## src/rtl/fetch_ifid_if.sv

```systemverilog
// Instruction-memory request/response bus between the fetch stage and the imem.
interface fetch_ifid_if;
   logic        imem_req;
   logic [31:0] imem_addr;
   logic        imem_ack;
   logic [31:0] imem_rdata;

   modport master (output imem_req, imem_addr, input imem_ack, imem_rdata);
   modport slave  (input imem_req, imem_addr, output imem_ack, imem_rdata);
endinterface

```

## src/rtl/fetch_ifid.sv

```systemverilog
// Instruction fetch with variable-latency imem handshake and the IF/ID pipeline register.
module fetch_ifid #(
   parameter logic [31:0] RESET_PC = 32'h0000_0000,
   parameter logic [31:0] NOP      = 32'h0000_0013
) (
   input  logic          i_clk,
   input  logic          i_reset,
   input  logic          pc_wren,
   input  logic          wren_ifid,
   input  logic          clear_ifid,
   input  logic          pcsel_exmem,
   input  logic          is_br_exmem,
   input  logic          is_uncbr_exmem,
   input  logic [31:0]   alu_data_exmem,
   fetch_ifid_if.master  imem,
   output logic [31:0]   pc_ifid,
   output logic [31:0]   pc4_ifid,
   output logic [31:0]   instr_ifid,
   output logic          valid_ifid,
   output logic [4:0]    rs1_ifid,
   output logic [4:0]    rs2_ifid
);

   typedef enum logic [1:0] {FETCH, HOLD, DRAIN} state_e;

   state_e      state_q;
   logic [31:0] pc_q;
   logic [31:0] addr_q;
   logic        req_q;
   logic [31:0] buf_q;

   logic [31:0] if_pc_q, if_pc4_q, if_instr_q;
   logic        if_vld_q;
   logic [4:0]  if_rs1_q, if_rs2_q;
   logic [31:0] if_pc_d, if_pc4_d, if_instr_d;
   logic        if_vld_d;
   logic [4:0]  if_rs1_d, if_rs2_d;

   logic        redirect, accept, ack_v, deliver;
   logic [31:0] tgt, pc_inc, dlv_word;
   logic        unused_tgt_lsb;

   assign redirect       = pcsel_exmem & (is_br_exmem | is_uncbr_exmem);
   assign accept         = wren_ifid & pc_wren & ~redirect;
   assign tgt            = {alu_data_exmem[31:2], 2'b00};
   assign unused_tgt_lsb = ^alu_data_exmem[1:0];
   assign pc_inc         = pc_q + 32'd4;

   // The memory shares i_reset, so the request is masked while reset is held.
   assign imem.imem_req  = req_q & ~i_reset;
   assign imem.imem_addr = addr_q;
   assign ack_v          = imem.imem_ack & imem.imem_req;

   // PC holds while buffered, so pc_q is also the PC of the buffered word.
   assign deliver  = accept & (((state_q == FETCH) & ack_v) | (state_q == HOLD));
   assign dlv_word = (state_q == HOLD) ? buf_q : imem.imem_rdata;

   always_comb begin
      if_pc_d    = if_pc_q;
      if_pc4_d   = if_pc4_q;
      if_instr_d = if_instr_q;
      if_vld_d   = if_vld_q;
      if_rs1_d   = if_rs1_q;
      if_rs2_d   = if_rs2_q;
      if (clear_ifid | redirect | (wren_ifid & ~deliver)) begin
         if_pc_d    = 32'd0;
         if_pc4_d   = 32'd4;
         if_instr_d = NOP;
         if_vld_d   = 1'b0;
         if_rs1_d   = 5'd0;
         if_rs2_d   = 5'd0;
      end else if (wren_ifid) begin
         if_pc_d    = pc_q;
         if_pc4_d   = pc_inc;
         if_instr_d = dlv_word;
         if_vld_d   = 1'b1;
         if_rs1_d   = dlv_word[19:15];
         if_rs2_d   = dlv_word[24:20];
      end
   end

   always_ff @(posedge i_clk) begin
      if (i_reset) begin
         state_q    <= FETCH;
         pc_q       <= RESET_PC;
         addr_q     <= RESET_PC;
         req_q      <= 1'b1;
         buf_q      <= NOP;
         if_pc_q    <= 32'd0;
         if_pc4_q   <= 32'd4;
         if_instr_q <= NOP;
         if_vld_q   <= 1'b0;
         if_rs1_q   <= 5'd0;
         if_rs2_q   <= 5'd0;
      end else begin
         if_pc_q    <= if_pc_d;
         if_pc4_q   <= if_pc4_d;
         if_instr_q <= if_instr_d;
         if_vld_q   <= if_vld_d;
         if_rs1_q   <= if_rs1_d;
         if_rs2_q   <= if_rs2_d;
         case (state_q)
            FETCH: begin
               if (redirect) begin
                  pc_q <= tgt;
                  // Without an ack the old request stays on the bus until it drains.
                  if (ack_v) addr_q  <= tgt;
                  else       state_q <= DRAIN;
               end else if (ack_v) begin
                  if (accept) begin
                     pc_q   <= pc_inc;
                     addr_q <= pc_inc;
                  end else begin
                     buf_q   <= imem.imem_rdata;
                     state_q <= HOLD;
                     req_q   <= 1'b0;
                  end
               end
            end
            HOLD: begin
               if (redirect) begin
                  pc_q    <= tgt;
                  addr_q  <= tgt;
                  state_q <= FETCH;
                  req_q   <= 1'b1;
               end else if (accept) begin
                  pc_q    <= pc_inc;
                  addr_q  <= pc_inc;
                  state_q <= FETCH;
                  req_q   <= 1'b1;
               end
            end
            DRAIN: begin
               if (redirect) pc_q <= tgt;
               if (ack_v) begin
                  state_q <= FETCH;
                  addr_q  <= redirect ? tgt : pc_q;
               end
            end
            default: begin
               state_q <= FETCH;
               req_q   <= 1'b1;
               addr_q  <= pc_q;
            end
         endcase
      end
   end

   assign pc_ifid    = if_pc_q;
   assign pc4_ifid   = if_pc4_q;
   assign instr_ifid = if_instr_q;
   assign valid_ifid = if_vld_q;
   assign rs1_ifid   = if_rs1_q;
   assign rs2_ifid   = if_rs2_q;

endmodule

```

## src/flat_wrapper.sv

```systemverilog
// flat-port wrapper written by rule: the top's interface ports become plain ports
module fetch_ifid_flat 
#(
   parameter logic [31:0] RESET_PC = 32'h0000_0000,
   parameter logic [31:0] NOP      = 32'h0000_0013
)
  (i_clk, i_reset, pc_wren, wren_ifid, clear_ifid, pcsel_exmem, is_br_exmem, is_uncbr_exmem, alu_data_exmem, pc_ifid, pc4_ifid, instr_ifid, valid_ifid, rs1_ifid, rs2_ifid, imem_imem_req, imem_imem_addr, imem_imem_ack, imem_imem_rdata);
  fetch_ifid_if imem_i ();
  input  logic i_clk;
  input  logic i_reset;
  input  logic pc_wren;
  input  logic wren_ifid;
  input  logic clear_ifid;
  input  logic pcsel_exmem;
  input  logic is_br_exmem;
  input  logic is_uncbr_exmem;
  input  logic [31:0] alu_data_exmem;
  output logic [31:0] pc_ifid;
  output logic [31:0] pc4_ifid;
  output logic [31:0] instr_ifid;
  output logic valid_ifid;
  output logic [4:0] rs1_ifid;
  output logic [4:0] rs2_ifid;
  output wire logic [$bits(imem_i.imem_req)-1:0] imem_imem_req;
  output wire logic [$bits(imem_i.imem_addr)-1:0] imem_imem_addr;
  input wire logic [$bits(imem_i.imem_ack)-1:0] imem_imem_ack;
  input wire logic [$bits(imem_i.imem_rdata)-1:0] imem_imem_rdata;
  assign imem_imem_req = imem_i.imem_req;
  assign imem_imem_addr = imem_i.imem_addr;
  assign imem_i.imem_ack = imem_imem_ack;
  assign imem_i.imem_rdata = imem_imem_rdata;
  fetch_ifid #(.RESET_PC(RESET_PC), .NOP(NOP)) u_core (.i_clk(i_clk), .i_reset(i_reset), .pc_wren(pc_wren), .wren_ifid(wren_ifid), .clear_ifid(clear_ifid), .pcsel_exmem(pcsel_exmem), .is_br_exmem(is_br_exmem), .is_uncbr_exmem(is_uncbr_exmem), .alu_data_exmem(alu_data_exmem), .imem(imem_i), .pc_ifid(pc_ifid), .pc4_ifid(pc4_ifid), .instr_ifid(instr_ifid), .valid_ifid(valid_ifid), .rs1_ifid(rs1_ifid), .rs2_ifid(rs2_ifid));
endmodule
```

## config.mk

```make
export PLATFORM = sky130hd
export DESIGN_NAME = fetch_ifid_flat
export DESIGN_NICKNAME = d
export VERILOG_FILES = /design/src/rtl/fetch_ifid_if.sv /design/src/rtl/fetch_ifid.sv /design/src/flat_wrapper.sv
export SDC_FILE = /design/constraint.sdc
export NUM_CORES = 1
export LEC_CHECK = 0
export BUFFER_PORTS_ARGS = -buffer_cell sky130_fd_sc_hd__buf_2
export CORE_MARGIN = 10
export CORE_UTILIZATION = 35
export CTS_CLUSTER_SIZE = 20
export DETAILED_ROUTE_END_ITERATION = 10
export GPL_TIMING_DRIVEN = 0
export SLEW_MARGIN = 25
export SYNTH_ARGS = -nofsm -noshare
export SYNTH_HDL_FRONTEND = slang
export SYNTH_SLANG_ARGS = --single-unit
```

## constraint.sdc

```tcl
create_clock -name i_clk -period 4.7 [get_ports i_clk]
set_input_delay 0.47 -clock i_clk [delete_from_list [all_inputs] [get_ports i_clk]]
set_output_delay 0.47 -clock i_clk [all_outputs]
set_load 0.01 [all_outputs]
```

==> reports/metrics.cfg <==
[pwr]
p_leak_uw = 0.00481
combPwrFrac_pct = 16.7
p_int_uw = 2650
power.share.clock_pct = 38.3
ir_drop_v = 0.000183
switching_share_pct = 32.2
pwr-share-seq_pct = 45.0
power.density_nw_per_um2 = 341
power.switching_uw = 1260

[sta]
maxSlewViolCount = 0
period_minus_slack_ns = 2.98
skew_ns = 0.0126
fin_setup_tns_ns = 0
relSlewSlack_pct = 29.2
finalHoldViolCount = 0
post-route-period-util_pct = 63.4
fmax_mhz = 336
worst_pin_slew_ns = 1.05
setup_viol = 0
grt_setup_unrepaired = false

[placement]
globalplace.congestion = 1.01
portBuffers = 210
hpwl_mm = 31.7
dp_cells = 1690

[synthesis]
ys_top_cells_by_count = dfxtp_1 (194), nand2_1 (141), nor2_1 (124), a21oi_1 (85), clkbuf_1 (72)
synth_top_area_cell = dfxtp_1
synthMuxAreaShare_pct = 7.07
synth_compound_area_share_pct = 23.1
syn_nets = 1219
yosysTopAreaCellShare_pct = 41.4
syn-cell-area_um2 = 9380
synth_cell_types = 72
synthAdderAreaFrac_pct = 0.133
yosys.area_share.xor_xnor_pct = 1.87
yosys_register_bits = 194
yosys_warnings = 0
yosysSeqAreaShare_pct = 41.4
synth_top_family_by_area = compound AO/OA/AOI/OAI gates
synth_edf_count = 0
synth_area_leaders = dfxtp_1 (41%), mux2i_1 (6.8%), nand2_1 (5.6%), a211oi_1 (5.2%), nor2_1 (5.0%)
synth-main-ff-cell = dfxtp_1
yosysMostFrequentCell = dfxtp_1
synth_cells = 1145
async_reset_ff_share_pct = 0
avgSynthCellArea_um2 = 8.19
yosys.area_share.simple_pct = 20.0

[route]
vias = 10000
drc = 0
postRouteAntennaNets = 0
wl_per_cell_um = 24.3
avgViaCountPerCell = 5.81
drtPass1Iterations = 5
drt-total-wl_mm = 41.8
drt_iter0_drc = 899

[floorplan]
core-area_um2 = 26200
io-pin-count = 213
initial_utilization_pct = 35.8
die_area_um2 = 33700
die_x_um = 184
rows = 59
die_y_um = 184

[outcome]
status = finished clean

[global_route]
global_route.overflow_total = 0
grt_use_met2_pct = 36.9
antenna_found_initial = 0
use_met1_pct = 30.7
grt_max_degree = 21
grt_pass1_vias = 9640
grt_pass1_wl_mm = 61.5
grt.total_usage_pct = 24.0
grt-busiest-layer = met2
use_met3_pct = 6.42

[worst_setup_path]
r2r.worst_path.cells = 8
cp-start-kind = input port
worstSetupEndpointType = flop
worst-setup-path-type = in -> reg
cp.arrival_ns = 3.37
crit_fanout = 10
ff2ff_setup_slack_ns = 1.76
critPathRequiredTime_ns = 5.09

[clock_tree]
cts_htree_levels = 4
clk_latency_ns = 0.45
cts_sinks = 194
numCtsBuffers = 17
cts_root_buf = clkbuf_16
clk_pin_slew_ns = 0.08
postCtsResizedCells = 0
cts_tree = built
post_cts_buffers = 0
cts_buffer_depth = 2
cts_hold_buffers = 0

[min_path]
holdPathStages = 3
hold_class = in -> reg

[layout]
nets = 1448
drive_above_1_share_pct = 21.6
utilization_pct = 43.7
instances_no_fill = 1723
syn2layout_area_growth_pct = 22.1
fillers = 2690

[flow_run]
cap_violations = 0

[power groups by stage]
stage | Sequential, µW | Clock, µW | Combinational [µW]
6_report | 1760 | 1490 | 653
3_5_place_dp | 1790 | 0 | 638
5_1_grt | 1760 | 1560 | 699
2_1_floorplan | 1790 | 0 | 360
3_3_place_gp | 1790 | 0 | 637
4_1_cts | 1750 | 1500 | 640
[layer usage]
layer / vias up / wire length [µm] / part of all wire (%)
met1: 4740 / 17700 / 42
met3: 102 / 4290 / 10
met5: - / 0 / 0
li1: 4618 / - / -
met4: 0 / 1700 / 4.1
met2: 552 / 18200 / 43
[sequential cells by signal, indices dropped and copies added, names as in the netlist]
| name | count |
|---|---|
| u_core.buf_q | 32 |
| u_core.imem.imem_addr | 32 |
| u_core.pc4_ifid | 32 |
| u_core.pc_q | 32 |
| u_core.pc_ifid | 30 |
| u_core.instr_ifid | 24 |
| u_core.rs1_ifid | 4 |
| u_core.rs2_ifid | 4 |
| u_core.state_q | 2 |
| u_core.req_q | 1 |
| u_core.valid_ifid | 1 |
[cell families (layout without fill, tap and decap cells)]
group | count (synthesis) | in the layout
buffers and inverters | 134 | 376
multiplexers | 66 | 66
other | 0 | 1
adder cells (fa/ha/maj) | 1 | 1
AND/OR/NAND/NOR | 407 | 407
XOR/XNOR | 20 | 20
flip-flops | 194 | 194
AO/OA/AOI/OAI | 323 | 323
[stage by stage]
stage	hold WS [ns]	total power, µW	setup WS [ns]	instance area (µm²)
after global routing	0.263	4020	1.65	11400
after floorplan	0.436	2160	2.70	9380
after CTS	0.242	3900	1.76	11400
after global placement	0.433	2430	1.20	10800
after detailed placement	0.442	2430	1.29	10800
final	0.252	3900	1.72	11400
[cell usage in the layout, fill, tap and decap left out, types with 11 or more instances in the layout]
cell type / instances
a211oi_1: 65
a21oi_1: 85
buf_1: 11
buf_2: 234
buf_4: 15
clkbuf_1: 72
clkbuf_16: 17
dfxtp_1: 194
mux2i_1: 64
nand2_1: 141
nand3_1: 36
nand4_1: 16
nor2_1: 124
nor3_1: 20
nor4_1: 16
o21ai_0: 56
o22ai_1: 11
or3_1: 12
[layout make-up]
type / instances / area (µm²) / share of cell area (%)
diodes: 1 / 2.50 / 0.0219
clock inverters: 14 / 158 / 1.38
repair buffers: 210 / 1050 / 9.18
well taps: 335 / 419 / 3.66
multi-input cells: 817 / 4890 / 42.7
inverters: 9 / 33.8 / 0.295
plain buffers: 125 / 568 / 4.96
flip-flops and latches: 194 / 3880 / 33.9
clock buffers: 18 / 439 / 3.84
[critical path, stage by stage]
cell and delay, ns:
buf_2 0.09, o21ai_0 0.25, clkbuf_1 0.38, o21ai_0 0.91, buf_2 0.49, o22ai_1 0.13
a211oi_1 0.51, a21o_1 0.13
[worst paths after layout]
kind / to / from
min reg2reg: u_core.buf_q[31] / u_core.buf_q[31]
min: u_core.buf_q[0] / imem_imem_rdata[0]
max reg2reg: u_core.imem.imem_addr[22] / u_core.pc_q[3]
max: u_core.imem.imem_addr[11] / is_uncbr_exmem
No activity file was read; power rests on OpenSTA's default activity.
